--- src/rtl/fsub_pipe.sv ---
// Single-precision subtractor y = x1 - x2, three registered stages (align / add-sub / normalize).
// Latency 3 cycles at one result per cycle; all stages stall together while a result waits on out_ready.
// Optional overflow/underflow flag port `exc` when FSUB_FLAGS_EN is defined.
module fsub_pipe (
   input  logic        clk,
   input  logic        rst,
   input  logic [31:0] x1,
   input  logic [31:0] x2,
   input  logic        in_valid,
   output logic        in_ready,
   output logic [31:0] y,
   output logic        out_valid,
   input  logic        out_ready
`ifdef FSUB_FLAGS_EN
   ,
   output logic [1:0]  exc
`endif
);

   // Pipeline control: every stage moves when the output slot is empty or being drained.
   logic advance;
   logic v1_q, v2_q, v3_q;

   assign advance   = ~v3_q | out_ready;
   assign in_ready  = advance;
   // A result never leaves during a reset cycle; it is about to be discarded.
   assign out_valid = v3_q & ~rst;

   // ------------------------------------------------------------------
   // S1: unpack, effective-sign, magnitude compare, swap, align
   // ------------------------------------------------------------------
   logic        s2_eff;
   logic        sub_op;
   logic        x1_big;
   logic        sign_sup_d1;
   logic [7:0]  e_sup_d1, e_inf_d1, exp_diff;
   logic [4:0]  shamt;
   logic [25:0] m_sup_d1, m_inf_d1, m_inf_sh;
   logic        byp_d1;
   logic [31:0] bypy_d1;

   // Swap so the superior operand is first, then shift the inferior mantissa into place.
   always_comb begin
      s2_eff = ~x2[31];
      sub_op = x1[31] ^ s2_eff;
      // {exp, man} packed ordering gives exponent-then-mantissa magnitude compare.
      x1_big = x1[30:0] >= x2[30:0];
      if (x1_big) begin
         sign_sup_d1 = x1[31];
         e_sup_d1    = x1[30:23];
         e_inf_d1    = x2[30:23];
         m_sup_d1    = {1'b1, x1[22:0], 2'b00};
         m_inf_d1    = {1'b1, x2[22:0], 2'b00};
      end else begin
         sign_sup_d1 = s2_eff;
         e_sup_d1    = x2[30:23];
         e_inf_d1    = x1[30:23];
         m_sup_d1    = {1'b1, x2[22:0], 2'b00};
         m_inf_d1    = {1'b1, x1[22:0], 2'b00};
      end
      exp_diff = e_sup_d1 - e_inf_d1;
      shamt    = (exp_diff > 8'd31) ? 5'd31 : exp_diff[4:0];
      m_inf_sh = m_inf_d1 >> shamt;

      // Zero operands and exact cancellation skip the arithmetic entirely.
      byp_d1  = 1'b0;
      bypy_d1 = 32'h0;
      if (x1[30:23] == 8'h00) begin
         byp_d1  = 1'b1;
         bypy_d1 = {s2_eff, x2[30:0]};
      end else if (x2[30:23] == 8'h00) begin
         byp_d1  = 1'b1;
         bypy_d1 = x1;
      end else if (sub_op && (x1[30:0] == x2[30:0])) begin
         byp_d1  = 1'b1;
         bypy_d1 = {x1[31] & s2_eff, 31'h0};
      end
   end

   logic        sign1_q, sub1_q, byp1_q;
   logic [7:0]  exp1_q;
   logic [25:0] msup1_q, minf1_q;
   logic [31:0] bypy1_q;

   // S1 register: loads whenever the pipe advances.
   always_ff @(posedge clk) begin
      if (advance) begin
         sign1_q <= sign_sup_d1;
         sub1_q  <= sub_op;
         byp1_q  <= byp_d1;
         exp1_q  <= e_sup_d1;
         msup1_q <= m_sup_d1;
         minf1_q <= m_inf_sh;
         bypy1_q <= bypy_d1;
      end
   end

   // ------------------------------------------------------------------
   // S2: magnitude add or subtract (superior >= inferior, so no sign flip)
   // ------------------------------------------------------------------
   logic [26:0] sum_d2;

   // 27-bit sum keeps the carry out of a same-sign add.
   always_comb begin
      if (sub1_q) sum_d2 = {1'b0, msup1_q} - {1'b0, minf1_q};
      else        sum_d2 = {1'b0, msup1_q} + {1'b0, minf1_q};
   end

   logic        sign2_q, byp2_q;
   logic [7:0]  exp2_q;
   logic [26:0] sum2_q;
   logic [31:0] bypy2_q;

   // S2 register.
   always_ff @(posedge clk) begin
      if (advance) begin
         sign2_q <= sign1_q;
         byp2_q  <= byp1_q;
         exp2_q  <= exp1_q;
         sum2_q  <= sum_d2;
         bypy2_q <= bypy1_q;
      end
   end

   // ------------------------------------------------------------------
   // S3: leading-one detect, normalize, range check, pack (truncating)
   // ------------------------------------------------------------------
   logic [4:0]        lead_pos, lz;
   logic [24:0]       norm;
   logic signed [9:0] exp_r;
   logic [22:0]       man_r;
   logic              ovf, unf;
   logic [31:0]       y_d;
   logic [1:0]        flags_d;

   // Normalize the sum and choose between packed, saturated, flushed or bypass result.
   always_comb begin
      lead_pos = 5'd0;
      for (int i = 0; i < 26; i++) begin
         if (sum2_q[i]) lead_pos = 5'(i);
      end
      lz   = 5'd25 - lead_pos;
      norm = sum2_q[24:0] << lz;
      if (sum2_q[26]) begin
         exp_r = $signed({2'b00, exp2_q}) + 10'sd1;
         man_r = sum2_q[25:3];
      end else begin
         exp_r = $signed({2'b00, exp2_q}) - $signed({5'b00000, lz});
         man_r = 23'(norm >> 2);
      end
      ovf = exp_r >= 10'sd255;
      unf = exp_r <= 10'sd0;

      flags_d = 2'b00;
      if (byp2_q) begin
         y_d = bypy2_q;
      end else if (ovf) begin
         y_d     = {sign2_q, 8'hFF, 23'h0};
         flags_d = 2'b10;
      end else if (unf) begin
         y_d     = {sign2_q, 8'h00, 23'h0};
         flags_d = 2'b01;
      end else begin
         y_d = {sign2_q, exp_r[7:0], man_r};
      end
   end

   logic [31:0] y_q;
`ifdef FSUB_FLAGS_EN
   logic [1:0]  exc_q;
`endif

   // Valid bits and output register; the output only changes when a new result arrives.
   always_ff @(posedge clk) begin
      if (rst) begin
         v1_q <= 1'b0;
         v2_q <= 1'b0;
         v3_q <= 1'b0;
         y_q  <= 32'h0;
`ifdef FSUB_FLAGS_EN
         exc_q <= 2'b00;
`endif
      end else if (advance) begin
         v1_q <= in_valid;
         v2_q <= v1_q;
         v3_q <= v2_q;
         if (v2_q) begin
            y_q <= y_d;
`ifdef FSUB_FLAGS_EN
            exc_q <= flags_d;
`endif
         end
      end
   end

   assign y = y_q;
`ifdef FSUB_FLAGS_EN
   assign exc = exc_q;
`endif

endmodule

--- config.mk ---
export PLATFORM = sky130hd
export DESIGN_NAME = fsub_pipe
export DESIGN_NICKNAME = d
export VERILOG_FILES = /design/src/rtl/fsub_pipe.sv
export SDC_FILE = /design/constraint.sdc
export NUM_CORES = 1
export LEC_CHECK = 0
export CORE_MARGIN = 3
export CORE_UTILIZATION = 55
export DETAILED_ROUTE_END_ITERATION = 8
export PLACE_DENSITY = 0.76
export SLEW_MARGIN = 20
export SYNTH_ARGS = -nofsm -noshare
export SYNTH_HDL_FRONTEND = slang
export SYNTH_SLANG_ARGS = --single-unit
--- constraint.sdc ---
create_clock -name clk -period 9.6 [get_ports clk]
set_input_delay 1.92 -clock clk [delete_from_list [all_inputs] [get_ports clk]]
set_output_delay 1.92 -clock clk [all_outputs]
set_load 0.05 [all_outputs]
======== Yosys cells after proc, flatten, opt, wreduce, memory -nomap -nowiden ========
Cells that the tools add are included.
word-level totals
  output and inout port bits .............. 34
  bits in latches ......................... 0
  memories ................................ 0
  bits of input ports ..................... 68
  RAM bits ................................ 0
  logic and storage cells ................. 82
  bits in read-only memories .............. 0
  register bits ........................... 199
operators by class
  order comparisons ....................... 4
  bitwise gates (word level) .............. 7
  mux-type cells .......................... 41
  $add $sub $neg .......................... 6
  divide/modulo/power cells ............... 0
  equality and inequality tests ........... 1
  reductions and logical operators ........ 5
  multiply operators ...................... 0
  shift-type cells ........................ 2
operators by type and width
  cell                                                                                  count
  32-bit two-way mux                                                                    4
  5-bit two-way mux                                                                     25
  31-bit two-way mux                                                                    2
  25-bit two-way mux                                                                    2
  31-bit equality test                                                                  1
  31-bit greater-or-equal comparator                                                    1
  26-bit by 26-bit adder with 27-bit output                                             1
  27-bit two-way mux                                                                    1
  26-bit by 26-bit subtractor with 27-bit output                                        1
  26-bit by 5-bit right shift with 26-bit output                                        1
  25-bit by 5-bit << shifter with 25-bit output                                         1
  23-bit two-way mux                                                                    1
  8-bit zero test                                                                       2
  8-bit two-way mux                                                                     2
  10-bit by 9-bit greater-or-equal comparator with 1-bit output, second input constant  1
  10-bit by 1-bit <= comparator with 1-bit output, second input constant                1
  10-bit two-way mux                                                                    1
  8-bit by 1-bit adder with 9-bit output, second input constant                         1
  8-bit by 5-bit subtractor with 9-bit output                                           1
  8-bit by 5-bit greater-than comparator with 1-bit output, second input constant       1
  8-bit subtractor                                                                      1
  5-bit subtractor, first input constant                                                1
  1-bit two-way mux                                                                     3
  1-bit inverter                                                                        3
  other kinds (6)                                                                       7

======== Longest topological paths before layout ========
  depth in word-level cells ............... 32
  mapped depth ............................ 28
  mapped depth without buffers ............ 25

======== Worst setup path after synthesis ========
No wires, ideal clock.
  path type ............................... input -> output
  start ................................... input out_ready
  end ..................................... output in_ready
  path slack .............................. 767 ps
  stages on the path ...................... 2
  buffers on the path ..................... 1
  data arrival time ....................... 6,913 ps
  required time ........................... 7,680 ps
  cells stage by stage .................... nand2b_1 > clkbuf_1
on the way
  word-level cells in the longest chain between the ends .. 1
ends and longest elaborated chain
  item             RTL line  source
  start, declared  13        input logic out_ready
  1-bit OR         24        assign advance = ~v3_q | out_ready;
  end, declared    10        output logic in_ready,
Every way passes these cells.

======== Worst setup path after layout ========
  start ................................... input x2[23]
  end ..................................... register minf1_q[1] (data pin)
on the way
  word-level cells in the longest chain between the ends .. 6
  elaborated cells on any way between the ends .. 8
  classes of those cells .................. add/sub: 1; order compare: 2; shift: 1; mux: 4
ends and longest elaborated chain
  item                                                      RTL line  source
  start, declared                                           8         input logic [31:0] x2,
  31-bit greater-or-equal comparator                        47        x1_big = x1[30:0] >= x2[30:0];
  8-bit two-way mux                                         48        if (x1_big) begin
  8-bit subtractor                                          61        exp_diff = e_sup_d1 - e_inf_d1;
  8-bit by 5-bit greater-than comparator with 1-bit output  62        shamt = (exp_diff > 8'd31) ? 5'd31 : exp_diff[4:0];
  5-bit two-way mux                                         62
  26-bit by 5-bit right shift with 26-bit output (*)        63        m_inf_sh = m_inf_d1 >> shamt;
  via m_inf_sh[1]                                           38        logic [25:0] m_sup_d1, m_inf_d1, m_inf_sh;
  end signal, assigned                                      93        minf1_q <= m_inf_sh;
  end, declared                                             82        logic [25:0] msup1_q, minf1_q;
Mark *: on every way through the listed nets, which the timed path passes. The rest lies on a longest branch.
A chain may end at the register's enable or synchronous reset.

==> impl_metrics.yaml <==
grt:
  antenna_found_initial: 0
  grt_pass1_wl_um: 65700
  grt_pass1_vias: 11737
  overflow: 0
  grtUsageTotal_pct: 31.5
  grt_max_degree: 93
power:
  pwr-share-comb_pct: 56.4
  p_seq_share_pct: 28.6
  p_switching_uw: 2050
  ir_drop_v: 0.000200
  internal_power_uw: 2400
  p_sw_share_pct: 46.1
  power.density_mw_per_mm2: 283
  power.leakage_uw: 0.00603
  clockPowerShare_pct: 15.1
timing:
  worst_slew_pin_slew_ns: 1.05
  fin_setup_tns_ns: 0
  fin_crit_sh_pct: 79.6
  slew_headroom_pct: 28.7
  fin_crit_ns: 7.65
  clock.fmax_ghz: 0.131
  finalHoldViolations: 0
  final-setup-viol-count: 0
  holdWs_ns: 0.418
  skew_ns: 0.0160
  drv_slew: 0
  rsz0062_at_grt: "no"
yosys:
  synth_area_mm2: 0.0139
  synth_nets: 1668
  syn_inst: 1536
  ys_seq_elements: 196
  synth_top_flop_cell: "edfxtp_1"
  synth_warnings: 0
  synth_edf_count: 161
  async_flop_share_pct: 0
  synth-seq-area-share_pct: 39.8
  synth_cell_types: 90
  syn_avg_cell_area_um2: 9.06
critical_path:
  crit_family: "simple AND/OR/NAND/NOR gates"
  crit_path_start: "x2[23]"
  cp_num_buf_inv: 2
  cp.required_ns: 9.80
  timing.rr.start: "sum2_q[3]$_DFFE_PN_"
  crit_top_cell: "nor2_1"
  cpMaxStageDelayCell: "ha_1"
  cp_max_fo: 18
  crit_path_end_kind: "register"
  cp.arrival_ns: 7.84
  path_cells: "clkdlybuf4s50_1 > inv_1 > ha_1 > nand4_1 > nor4_1 > and2_1 > o31a_1 > nor2_1 > nor2_1 > a22oi_1 > ha_1 > nand2_1 > o21ai_1 > a221oi_4 > xnor2_2 > nor2_1 > nand2_1 > nor2_1 > o2111ai_1 > and3_1"
  path_class: "input pin to register"
  critPathMaxStageDelay_ns: 0.71
  start_kind: "input pin"
final_layout:
  stdcell_count: 1930
  drive_gt1_share_pct: 7.04
  diodes: 0
  syn_to_final_growth_pct: 13.0
  nets: 1725
place:
  hpwl_um: 33100
  dpl.cell_count: 1898
  port-buffer-count: 101
  gp_congestion: 0.984
routing:
  dr.pass1.iters: 6
  drt-vias-per-instance: 6.52
  drt_iter0_markers: 1502
  wire_per_inst_um: 22.3
  totalWireLength_um: 42900
  drc: 0
  final_antenna_net_count: 0
  vias: 12592
floorplan:
  rows: 57
  die-area_mm2: 0.0273
  ios: 102
  fp.coreArea_mm2: 0.0246
  die_height_um: 165
  initial_core_util_pct: 56.6
  die_w_um: 165
clocking:
  cts_setup_buffers: 0
  clk_latency_ns: 0.44
  clkTransAtPathRegs_ns: 0.08
  cts-root-buf: "clkbuf_16"
  cts_max_level: 4
  cts.sinks: 196
  cts_tree: "built"
  cts_made_buffers: 17
  cts_buffer_depth: 2
  cts_hold_repair.buffers: 0
  ctsResizeCount: 0
run:
  maxCapViolations: 0
hold_path:
  hp-class: "register to register"
  hold_start: "bypy1_q[0]$_DFFE_PN_"
status:
  status: "finished, final reports clean"
-- power by group through the flow --
| stage | logic (uW) | registers [uW] | clock network (uW) |
|---|---|---|---|
| floorplan | 1810 | 1240 | 0 |
| global placement | 2420 | 1270 | 0 |
| detailed placement | 2450 | 1280 | 0 |
| CTS | 2470 | 1260 | 681 |
| global route | 2730 | 1280 | 717 |
| finish | 2510 | 1270 | 671 |
-- logic make-up after synthesis --
group | Yosys count | synth area share, %
AND/OR/NAND/NOR | 531 | 17.6
AO/OA/AOI/OAI | 487 | 24.2
flip-flops | 196 | 39.8
buffers and inverters | 157 | 4.59
adder cells (fa/ha/maj) | 65 | 5.88
XOR/XNOR | 63 | 4.02
multiplexers | 37 | 3.92
-- state kept, by name, summed over array words and instances (netlist names), 8 cells and up --
signal	flops
y	32
bypy1_q	32
exp1_q	8
sum2_q	27
minf1_q	26
exp2_q	8
bypy2_q	32
msup1_q	23
-- worst register-to-register path, stage by stage (launching register included) --
cell and delay (ns):
edfxtp_1 0.44, inv_1 0.17, a21oi_1 0.08, o21ai_0 0.15, a21oi_1 0.09, o21ai_0 0.16
a21oi_1 0.09, o21ba_2 0.22, o31ai_1 0.19, buf_4 0.25, nand2_1 0.37, inv_2 0.38
ha_1 0.21, inv_1 0.06, fa_1 0.40, a21o_1 0.20, maj3_1 0.38, a2111o_1 0.46
nor3_2 0.28, or2_2 0.22, o41ai_4 0.16, nor2_2 0.61, o21ai_0 0.25, a31oi_1 0.42
a21oi_1 0.08, a211oi_1 0.24
-- cell usage after synthesis (27+ instances only) --
cell type	count	area share, %
a211oi_1	37	2.0
a21oi_1	102	3.7
a22o_1	27	1.7
clkbuf_1	68	1.8
dfxtp_1	35	5.0
edfxtp_1	161	35
ha_1	63	5.7
inv_1	69	1.9
nand2_1	175	4.7
nand3_1	38	1.4
nor2_1	158	4.3
nor3_1	40	1.4
o21ai_0	106	3.8
xnor2_1	46	2.9
-- path summary, 6_finish.rpt --
path         slack (ns)                    to  depth (start not counted)
min reg2reg        0.42  bypy2_q[0]$_DFFE_PN_                          0
min                0.42  bypy2_q[0]$_DFFE_PN_                          0
max reg2reg        2.97    y[21]$_SDFFE_PP0P_                         25
max                1.95  minf1_q[1]$_DFFE_PN_                         20
-- cell type report --
| class | instances | area [um2] |
|---|---|---|
| Multi-Input combinational cell | 1183 | 7780 |
| Inverter | 73 | 274 |
| Clock buffer | 17 | 425 |
| Fill cell | 2017 | 8870 |
| Clock inverter | 15 | 141 |
| Sequential cell | 196 | 5540 |
| Timing Repair Buffer | 122 | 1170 |
| Tap cell | 324 | 405 |
-- per-stage QoR --
step                worst slack (ns)  cell area [um2]  utilization, %  power, uW
floorplan                      0.767            13900               -       3050
global placement                1.60            15200            61.6       3700
detailed placement              1.47            15200            61.6       3730
CTS                             1.91            15700            63.9       4410
global route                    1.63            15700            63.9       4730
finish                          1.95            15700            63.9       4450
-- routing by layer --
metal  GRT usage [%]  vias up  wire (um)
li1                -     5926          -
met1            42.7     5893      18000
met2            50.6      668      19900
met3            4.56      105       3120
met4            13.6        0       1950
met5               0        -          0
-- cell usage in the layout, fill, tap and decap left out, types with 10 or more instances in the layout --
| master | instances |
|---|---|
| a2111oi_0 | 16 |
| xor2_1 | 15 |
| nor2_1 | 157 |
| o22ai_1 | 11 |
| and2_1 | 18 |
| clkbuf_16 | 17 |
| nand3_1 | 38 |
| inv_1 | 69 |
| o21ai_0 | 106 |
| a31oi_1 | 15 |
| a21o_1 | 11 |
| a22o_1 | 27 |
| o21a_1 | 11 |
| nand2_1 | 175 |
| a221oi_1 | 12 |
| a32oi_1 | 14 |
| o211ai_1 | 21 |
| o221ai_1 | 11 |
| nand4_1 | 13 |
| and3_1 | 14 |
| buf_4 | 20 |
| mux2i_1 | 16 |
| mux4_2 | 13 |
| ha_1 | 63 |
| edfxtp_1 | 161 |
| clkdlybuf4s50_1 | 101 |
| dfxtp_1 | 35 |
| nand2b_1 | 11 |
| a211oi_1 | 37 |
| or4_1 | 11 |
| or3_1 | 10 |
| nor3_1 | 37 |
| xnor2_1 | 46 |
| a21oi_1 | 102 |
(Power assumes the default switching activity.)
